### config.mk
export PLATFORM = sky130hd
export DESIGN_NAME = memory_bytelane
export DESIGN_NICKNAME = d
export VERILOG_FILES = /design/src/rtl/memory_pkg.sv /design/src/rtl/bytelane_ram.sv /design/src/rtl/memory_bytelane.sv
export SDC_FILE = /design/constraint.sdc
export NUM_CORES = 2
export LEC_CHECK = 0
export ABC_AREA = 0
export CORE_UTILIZATION = 45
export DETAILED_ROUTE_END_ITERATION = 16
export GPL_ROUTABILITY_DRIVEN = 0
export PLACE_DENSITY = 0.58
export SLEW_MARGIN = 0
export SYNTH_ARGS = -nofsm -noshare
export SYNTH_HDL_FRONTEND = slang
export SYNTH_SLANG_ARGS = --single-unit
### constraint.sdc
create_clock -name clk -period 20.6 [get_ports clk]
set_clock_uncertainty 0.05 [all_clocks]
set_input_delay 5.15 -clock clk [delete_from_list [all_inputs] [get_ports clk]]
set_output_delay 5.15 -clock clk [all_outputs]
set_load 0.02 [all_outputs]
### src/rtl/memory_pkg.sv
// ---------------------------------------------------------------------------
// memory_pkg
// Shared definitions for the byte-lane memory block.
//   state_t  : clear-sequencer states (ST_IDLE, ST_CLEAR)
//   RDW_OLD  : a read that collides with a write returns the pre-write word
//   RDW_NEW  : a read that collides with a write returns the merged word
// ---------------------------------------------------------------------------
package memory_pkg;

    typedef enum logic {
        ST_IDLE  = 1'b0,
        ST_CLEAR = 1'b1
    } state_t;

    localparam int RDW_OLD = 0;
    localparam int RDW_NEW = 1;

endpackage : memory_pkg

### src/rtl/bytelane_ram.sv
// ---------------------------------------------------------------------------
// bytelane_ram
// Single-port RAM built from W independent byte lanes, with a synchronous
// read-first output register. The array has no reset; it is zeroed by the
// clear sequencer in memory_bytelane.
// Ports:
//   clk       : rising-edge clock
//   i_addr    : word address shared by read and write
//   i_wdata   : write data, lane i is bits [8i+7:8i]
//   i_lane_we : per-lane write enable
//   i_re      : read enable; loads o_rdata with the pre-write word
//   o_rdata   : registered read word, holds when i_re is low
// ---------------------------------------------------------------------------
module bytelane_ram #(
    parameter int W      = 1,
    parameter int Addr_W = 8
) (
    input  logic                clk,
    input  logic [Addr_W-1:0]   i_addr,
    input  logic [8*W-1:0]      i_wdata,
    input  logic [W-1:0]        i_lane_we,
    input  logic                i_re,
    output logic [8*W-1:0]      o_rdata
);

    localparam int Depth = 2 ** Addr_W;

    logic [8*W-1:0] r_mem [0:Depth-1];
    logic [8*W-1:0] r_rdata;

    // Read-first port: the output register samples the array before this
    // edge's lane writes land, so a colliding read sees the old word.
    always_ff @(posedge clk) begin
        if (i_re) begin
            r_rdata <= r_mem[i_addr];
        end
        for (int i = 0; i < W; i++) begin
            if (i_lane_we[i]) begin
                r_mem[i_addr][8*i +: 8] <= i_wdata[8*i +: 8];
            end
        end
    end

    assign o_rdata = r_rdata;

endmodule : bytelane_ram

### src/rtl/memory_bytelane.sv
// ---------------------------------------------------------------------------
// memory_bytelane
// Byte-enabled single-port memory with a clear sequencer that zeroes the
// whole array one word per cycle (automatically after reset, or on request).
// Ports:
//   clk, reset       : clock and asynchronous active-high reset
//   inp_address      : word address for read and write
//   inp_data         : write data (byte i = bits [8i+7:8i])
//   inp_byte_enable  : per-byte write strobe
//   write_enable     : write request
//   read_enable      : read request
//   inp_clear        : request to zero the array (wins over read/write)
//   out_read_data    : read word, valid one cycle after an accepted read
//   out_read_valid   : one-cycle qualifier for out_read_data
//   out_busy         : high while the clear sequence runs
// ---------------------------------------------------------------------------
module memory_bytelane
    import memory_pkg::*;
#(
    parameter int W        = 1,
    parameter int Addr_W   = 8,
    parameter int RDW_MODE = 0
) (
    input  logic                clk,
    input  logic                reset,
    input  logic [Addr_W-1:0]   inp_address,
    input  logic [8*W-1:0]      inp_data,
    input  logic [W-1:0]        inp_byte_enable,
    input  logic                write_enable,
    input  logic                read_enable,
    input  logic                inp_clear,
    output logic [8*W-1:0]      out_read_data,
    output logic                out_read_valid,
    output logic                out_busy
);

    state_t              r_state;
    logic [Addr_W-1:0]   r_clearCount;
    logic                r_busy;
    logic                r_readValid;
    logic [8*W-1:0]      r_bypassData;
    logic [W-1:0]        r_bypassMask;

    logic                w_accessOk;
    logic                w_wrAccept;
    logic                w_rdAccept;
    logic [Addr_W-1:0]   w_ramAddr;
    logic [8*W-1:0]      w_ramWdata;
    logic [W-1:0]        w_ramLaneWe;
    logic [8*W-1:0]      w_ramRdata;

    // Requests are only honoured in IDLE, and a clear request in the same
    // cycle drops them.
    assign w_accessOk = (r_state == ST_IDLE) && !inp_clear;
    assign w_wrAccept = w_accessOk && write_enable;
    assign w_rdAccept = w_accessOk && read_enable;

    // While clearing, the sequencer owns the RAM port and writes zero words.
    always_comb begin
        w_ramAddr   = inp_address;
        w_ramWdata  = inp_data;
        w_ramLaneWe = '0;
        if (r_state == ST_CLEAR) begin
            w_ramAddr   = r_clearCount;
            w_ramWdata  = '0;
            w_ramLaneWe = '1;
        end else if (w_wrAccept) begin
            w_ramLaneWe = inp_byte_enable;
        end
    end

    bytelane_ram #(
        .W      (W),
        .Addr_W (Addr_W)
    ) u_ram (
        .clk       (clk),
        .i_addr    (w_ramAddr),
        .i_wdata   (w_ramWdata),
        .i_lane_we (w_ramLaneWe),
        .i_re      (w_rdAccept),
        .o_rdata   (w_ramRdata)
    );

    // Clear sequencer. Reset lands in CLEAR at address 0 so the array is
    // always zeroed before first use; completion is the all-ones count.
    always_ff @(posedge clk or posedge reset) begin
        if (reset) begin
            r_state      <= ST_CLEAR;
            r_clearCount <= '0;
            r_busy       <= 1'b1;
        end else begin
            case (r_state)
                ST_IDLE: begin
                    if (inp_clear) begin
                        r_state      <= ST_CLEAR;
                        r_clearCount <= '0;
                        r_busy       <= 1'b1;
                    end
                end
                ST_CLEAR: begin
                    if (r_clearCount == '1) begin
                        r_state <= ST_IDLE;
                        r_busy  <= 1'b0;
                    end else begin
                        r_clearCount <= r_clearCount + Addr_W'(1);
                    end
                end
                default: begin
                    r_state <= ST_CLEAR;
                    r_clearCount <= '0;
                    r_busy  <= 1'b1;
                end
            endcase
        end
    end

    // Read-side bookkeeping. The RAM always returns the pre-write word; for
    // the new-data collision mode the written bytes are captured here and
    // overlaid on the RAM output. Reset selects an all-zero overlay so the
    // read data reads as zero without resetting the RAM's output register.
    always_ff @(posedge clk or posedge reset) begin
        if (reset) begin
            r_readValid  <= 1'b0;
            r_bypassData <= '0;
            r_bypassMask <= '1;
        end else begin
            r_readValid <= w_rdAccept;
            if (w_rdAccept) begin
                r_bypassData <= inp_data;
                if ((RDW_MODE == RDW_NEW) && w_wrAccept) begin
                    r_bypassMask <= inp_byte_enable;
                end else begin
                    r_bypassMask <= '0;
                end
            end
        end
    end

    // Per-byte overlay of captured write bytes onto the RAM read word.
    always_comb begin
        out_read_data = w_ramRdata;
        for (int i = 0; i < W; i++) begin
            if (r_bypassMask[i]) begin
                out_read_data[8*i +: 8] = r_bypassData[8*i +: 8];
            end
        end
    end

    assign out_read_valid = r_readValid;
    assign out_busy       = r_busy;

endmodule : memory_bytelane

# After elaboration in Yosys (flattened, before gate mapping)
# Memory sizes are Yosys's and may differ from the RTL's. A register that Yosys moved wholly into a read port is not among the register bits.
# Index checks and enable logic that the tools add are counted.
# word_totals
ram_bits,2048
n_memories,1
output_inout_bits,10
reg_bits,20
input_bits,22
latchBits,0
rom_bits,0
wordCells,35
# memory_table
name,depth,width,read_ports,rd_ports_with_merged_regs,write_ports,line_no,rtl
u_ram.r_mem,256,8,1,1,1,bytelane_ram.sv:28,logic [8*W-1:0] r_mem [0:Depth-1];
# op_classes
multipliers,0
muxes,16
n_shift,0
eq_ne,4
n_lt_le_gt_ge,0
bitwise_logic,1
reduce_logical,6
n_addsub,1
div,0
# op_table
cell,n
$mux 8,5
$pmux 8 s2,1
$add 8x1->8 const B,1
$eq 8x8->1 const B,1
$mux 1,8
$ne 2x2->1 const B,2
$pmux 1 s2,2
$reduce_and 2->1,2
$logic_and 1x1->1,3
$ne 2x1->1 const B,1
$logic_not 1->1,1
$not 1->1,1

# Logic depth before layout (Yosys ltp)
# logic_depth
word_depth,7
mapped_depth,12
mapped_depth_nobuf,9

# Modules after synthesis
# From an unflattened synthesis, not the netlist that was laid out.
# hier_totals
cells_unflattened,3650
area_unflattened_um2,79726.5
# by_module_without_submodules
mod,n_inst,area_each_um2,cells_each
bytelane_ram,1,78572.9,3547
memory_bytelane,1,1153.6,103

# Worst setup path before layout
# No wires, ideal clock.
# synth_timing
path_kind,input-to-reg
from,in inp_data[0]
to,"mem u_ram.r_mem[0][0] (netlist name), data pin"
path_slack_ns,7.809
cell_stages,1
path_buffers,0
t_arrival_ns,11.295
cell_sequence,nor2b_1
# synth_between
elab_chain_len,1
# synth_lines
item,line_no,rtl
start: declaration,memory_bytelane.sv:27,"input logic [8*W-1:0] inp_data,"
$mux 8,memory_bytelane.sv:63,if (r_state == ST_CLEAR) begin
end: declaration,bytelane_ram.sv:28,
# Every way passes these cells.

# Worst setup path after layout
# layout_timing
from,in inp_address[0]
to,"reg u_ram.r_rdata[6], in the netlist u_ram.o_rdata[6], read port of u_ram.r_mem, data pin"
# layout_between
elab_chain_len,1
# layout_lines
item,line_no,rtl
start: declaration,memory_bytelane.sv:26,"input logic [Addr_W-1:0] inp_address,"
$mux 8,memory_bytelane.sv:63,
end: declaration,bytelane_ram.sv:29,logic [8*W-1:0] r_rdata;
# Every way passes these cells.
# A chain may end at the register's enable or synchronous reset.

==> impl_metrics.ini <==
[yosys]
ys_async_sr_fraction_pct = 0.963
yosys-mux-area-fraction_pct = 10.4
synthAdderAreaFrac_pct = 0.0155
synth_edf_count = 2056
ys_seq_area_share_pct = 77.2
synthSimpleGateAreaFrac_pct = 8.09
avgSynthCellArea_um2 = 17.8
synth_xor_area_share_pct = 0.0543
yosys_warnings = 0
synth_top_family_by_area = multiplexers
ys.flop_type = edfxtp_1
synth_compound_area_share_pct = 2.78
yosysTopAreaCell = edfxtp_1
synthTopCellsByCount = edfxtp_1, nand2_1, nand3_1
synth_top_area_share_pct = 76.5
synth_cell_types = 47
ys_ff_latch = 2076
syn-num-nets = 4550
synthTopCellsByArea = edfxtp_1, mux4_2, nand2_1, nand3_1, a22oi_1
syn_inst = 4527
synth.most_common_cell = edfxtp_1
synth.cell_area_um2 = 80700

[sta]
tightest_slew_ns = 1.36
max_slew_margin_pct = 9.06
fin_crit_sh_pct = 50.4
whs_ns = 0.452
max_freq_ghz = 0.0963
setup_viol = 0
finalCriticalPeriod_ns = 10.39
worst_slack_ns = 10.21
setup-tns-final_ns = 0
slew_viol_final = 0
finalHoldViolCount = 0
rsz0062_at_grt = no

[clock_tree]
post_cts_buffers = 0
htreeDepth = 4
postCtsResizedCells = 0
cts_tree = done
clkSinkCount = 2076
clk_pin_slew_ns = 0.06
clk_latency_ns = 0.85
cts_buffers = 207
clockBufferDepth = 3
cts_root_buffer = clkbuf_16
holdBufCountCts = 0

[finish]
fin_cells = 7103
area_growth_syn_to_layout_pct = 11.6
utilization_pct = 50.5
nets = 4597
fill_cells = 14400
layout-drive-gt1-share_pct = 16.4

[grt]
grtUsageTotal_pct = 23.3
grt_pass1_vias = 41700
grt_max_degree = 217
grt_first_pass_wirelength_um = 302000
antenna_found_initial = 13
gr-total-overflow = 0

[floorplan]
core_um2 = 178000
initial_core_util_pct = 45.3
die_w_um = 425
rows = 155
dieHeight_um = 425
ios = 32
die_area_um2 = 181000

[critical_path]
path_common_cell = buf_4
r2r_cells = 9
crit_path_end_kind = register
r2r_slack_ns = 14.42
crit_chain = clkdlybuf4s50_1, mux2_8, buf_4, buf_4, buf_4, mux4_2, a22oi_1, nand4_1, o31ai_1, o2111ai_1
cp.required_ns = 21.09
setup.worst_path.class = in2reg
cp_max_fo = 64
cpMaxStageDelayCell = buf_4
crit_path_start_kind = input pin
slowest_delay_ns = 0.78
crit_arrival_ns = 10.88

[drt]
wl_um = 212000
drt_iter0_drc = 4876
final_antenna_net_count = 0
drt_pass1_iterations = 6
route.detailed.drc = 0
via_per_inst = 6.00
vias = 42700
wire_per_inst_um = 29.8

[placement]
dp_slack_ns = 9.22
port_buffers = 31
dpl.hpwl_um = 124000
placedCellCount = 6720

[power_and_ir_drop]
irDropWorstVdd_uv = 84.7
power_per_cell_area_nw_per_um2 = 119
leakagePower_nw = 28.5

[status]
status = complete, no violations

[run]
maxCapViolCount = 0

[min_path]
hold_path.class = reg2reg
hold_path_depth = 1
-- worst paths after layout --
check,start,to
max in group asynchronous,reset,out_busy
min reg2reg,r_bypassData[3],r_bypassData[3]
max,inp_address[0],u_ram.o_rdata[6]
min,r_bypassData[3],r_bypassData[3]
min in group asynchronous,reset,r_clearCount[5]
max reg2reg,r_clearCount[0],u_ram.o_rdata[6]
-- critical path, delay by kind of cell --
family | cells | cell delay (ns)
AND/OR/NAND/NOR | 1 | 0.34
AO/OA/AOI/OAI | 3 | 1.28
buffers and inverters | 4 | 2.81
multiplexers | 2 | 1.15
-- cell usage in the layout (no fill, tap or decap), types with 9 or more instances in the layout --
| master | count |
|---|---|
| mux4_2 | 352 |
| edfxtp_1 | 2056 |
| mux2i_1 | 16 |
| buf_4 | 75 |
| nand3_1 | 372 |
| clkbuf_16 | 210 |
| bufinv_16 | 9 |
| o31ai_1 | 16 |
| a41oi_1 | 16 |
| a311oi_1 | 32 |
| clkinv_2 | 44 |
| clkdlybuf4s50_1 | 31 |
| nor2_1 | 267 |
| nand2_1 | 654 |
| mux2_2 | 17 |
| nand4_1 | 140 |
| clkinv_1 | 45 |
| clkbuf_1 | 53 |
| dfrtp_1 | 17 |
| a32oi_1 | 16 |
| and3_1 | 18 |
| a22oi_1 | 152 |
-- through the flow --
stage | total power [mW] | instance area, um^2
floorplan | 6.22 | 80700
detailed placement | 7.21 | 83700
global placement | 7.21 | 83700
CTS | 10.7 | 90000
finish | 10.7 | 90000
global route | 11.0 | 90000
-- layer usage --
layer / part of all wire (%) / global-route usage, %
met5: 0.0061 / 0
met1: 42 / 33.1
met3: 7.4 / 4.31
met4: 3.5 / 8.05
met2: 47 / 36.4
-- registers in the layout (all words and copies together), names as in the netlist --
signal          count
r_bypassMask        1
out_read_valid      1
out_busy            1
r_state             1
u_ram.r_mem      2048
r_clearCount        8
u_ram.o_rdata       8
r_bypassData        8
-- area by class of cell --
type	instances	area (um^2)	area share, %
timing repair buffer	114	1030	1.15
inverter	6	22.5	0.0250
clock inverter	114	872	0.968
sequential	2076	62200	69.1
multi-input combinational	2169	17400	19.4
tap	2355	2950	3.27
antenna	4	10.0	0.0111
clock buffer	265	5480	6.09
-- where the power goes --
| part | leakage [nW] | internal [mW] | switching (mW) |
|---|---|---|---|
| Sequential | 19.3 | 4.68 | 0.0357 |
| Clock | 3.12 | 1.99 | 1.58 |
| Combinational | 6.12 | 0.742 | 1.67 |
| Total | 28.5 | 7.41 | 3.29 |
-- cell families after synthesis --
logic type / count (synthesis)
flip-flops: 2076
AND/OR/NAND/NOR: 1482
multiplexers: 391
AO/OA/AOI/OAI: 290
buffers and inverters: 282
XOR/XNOR: 5
adder cells (fa/ha/maj): 1
(Power assumes the default switching activity.)
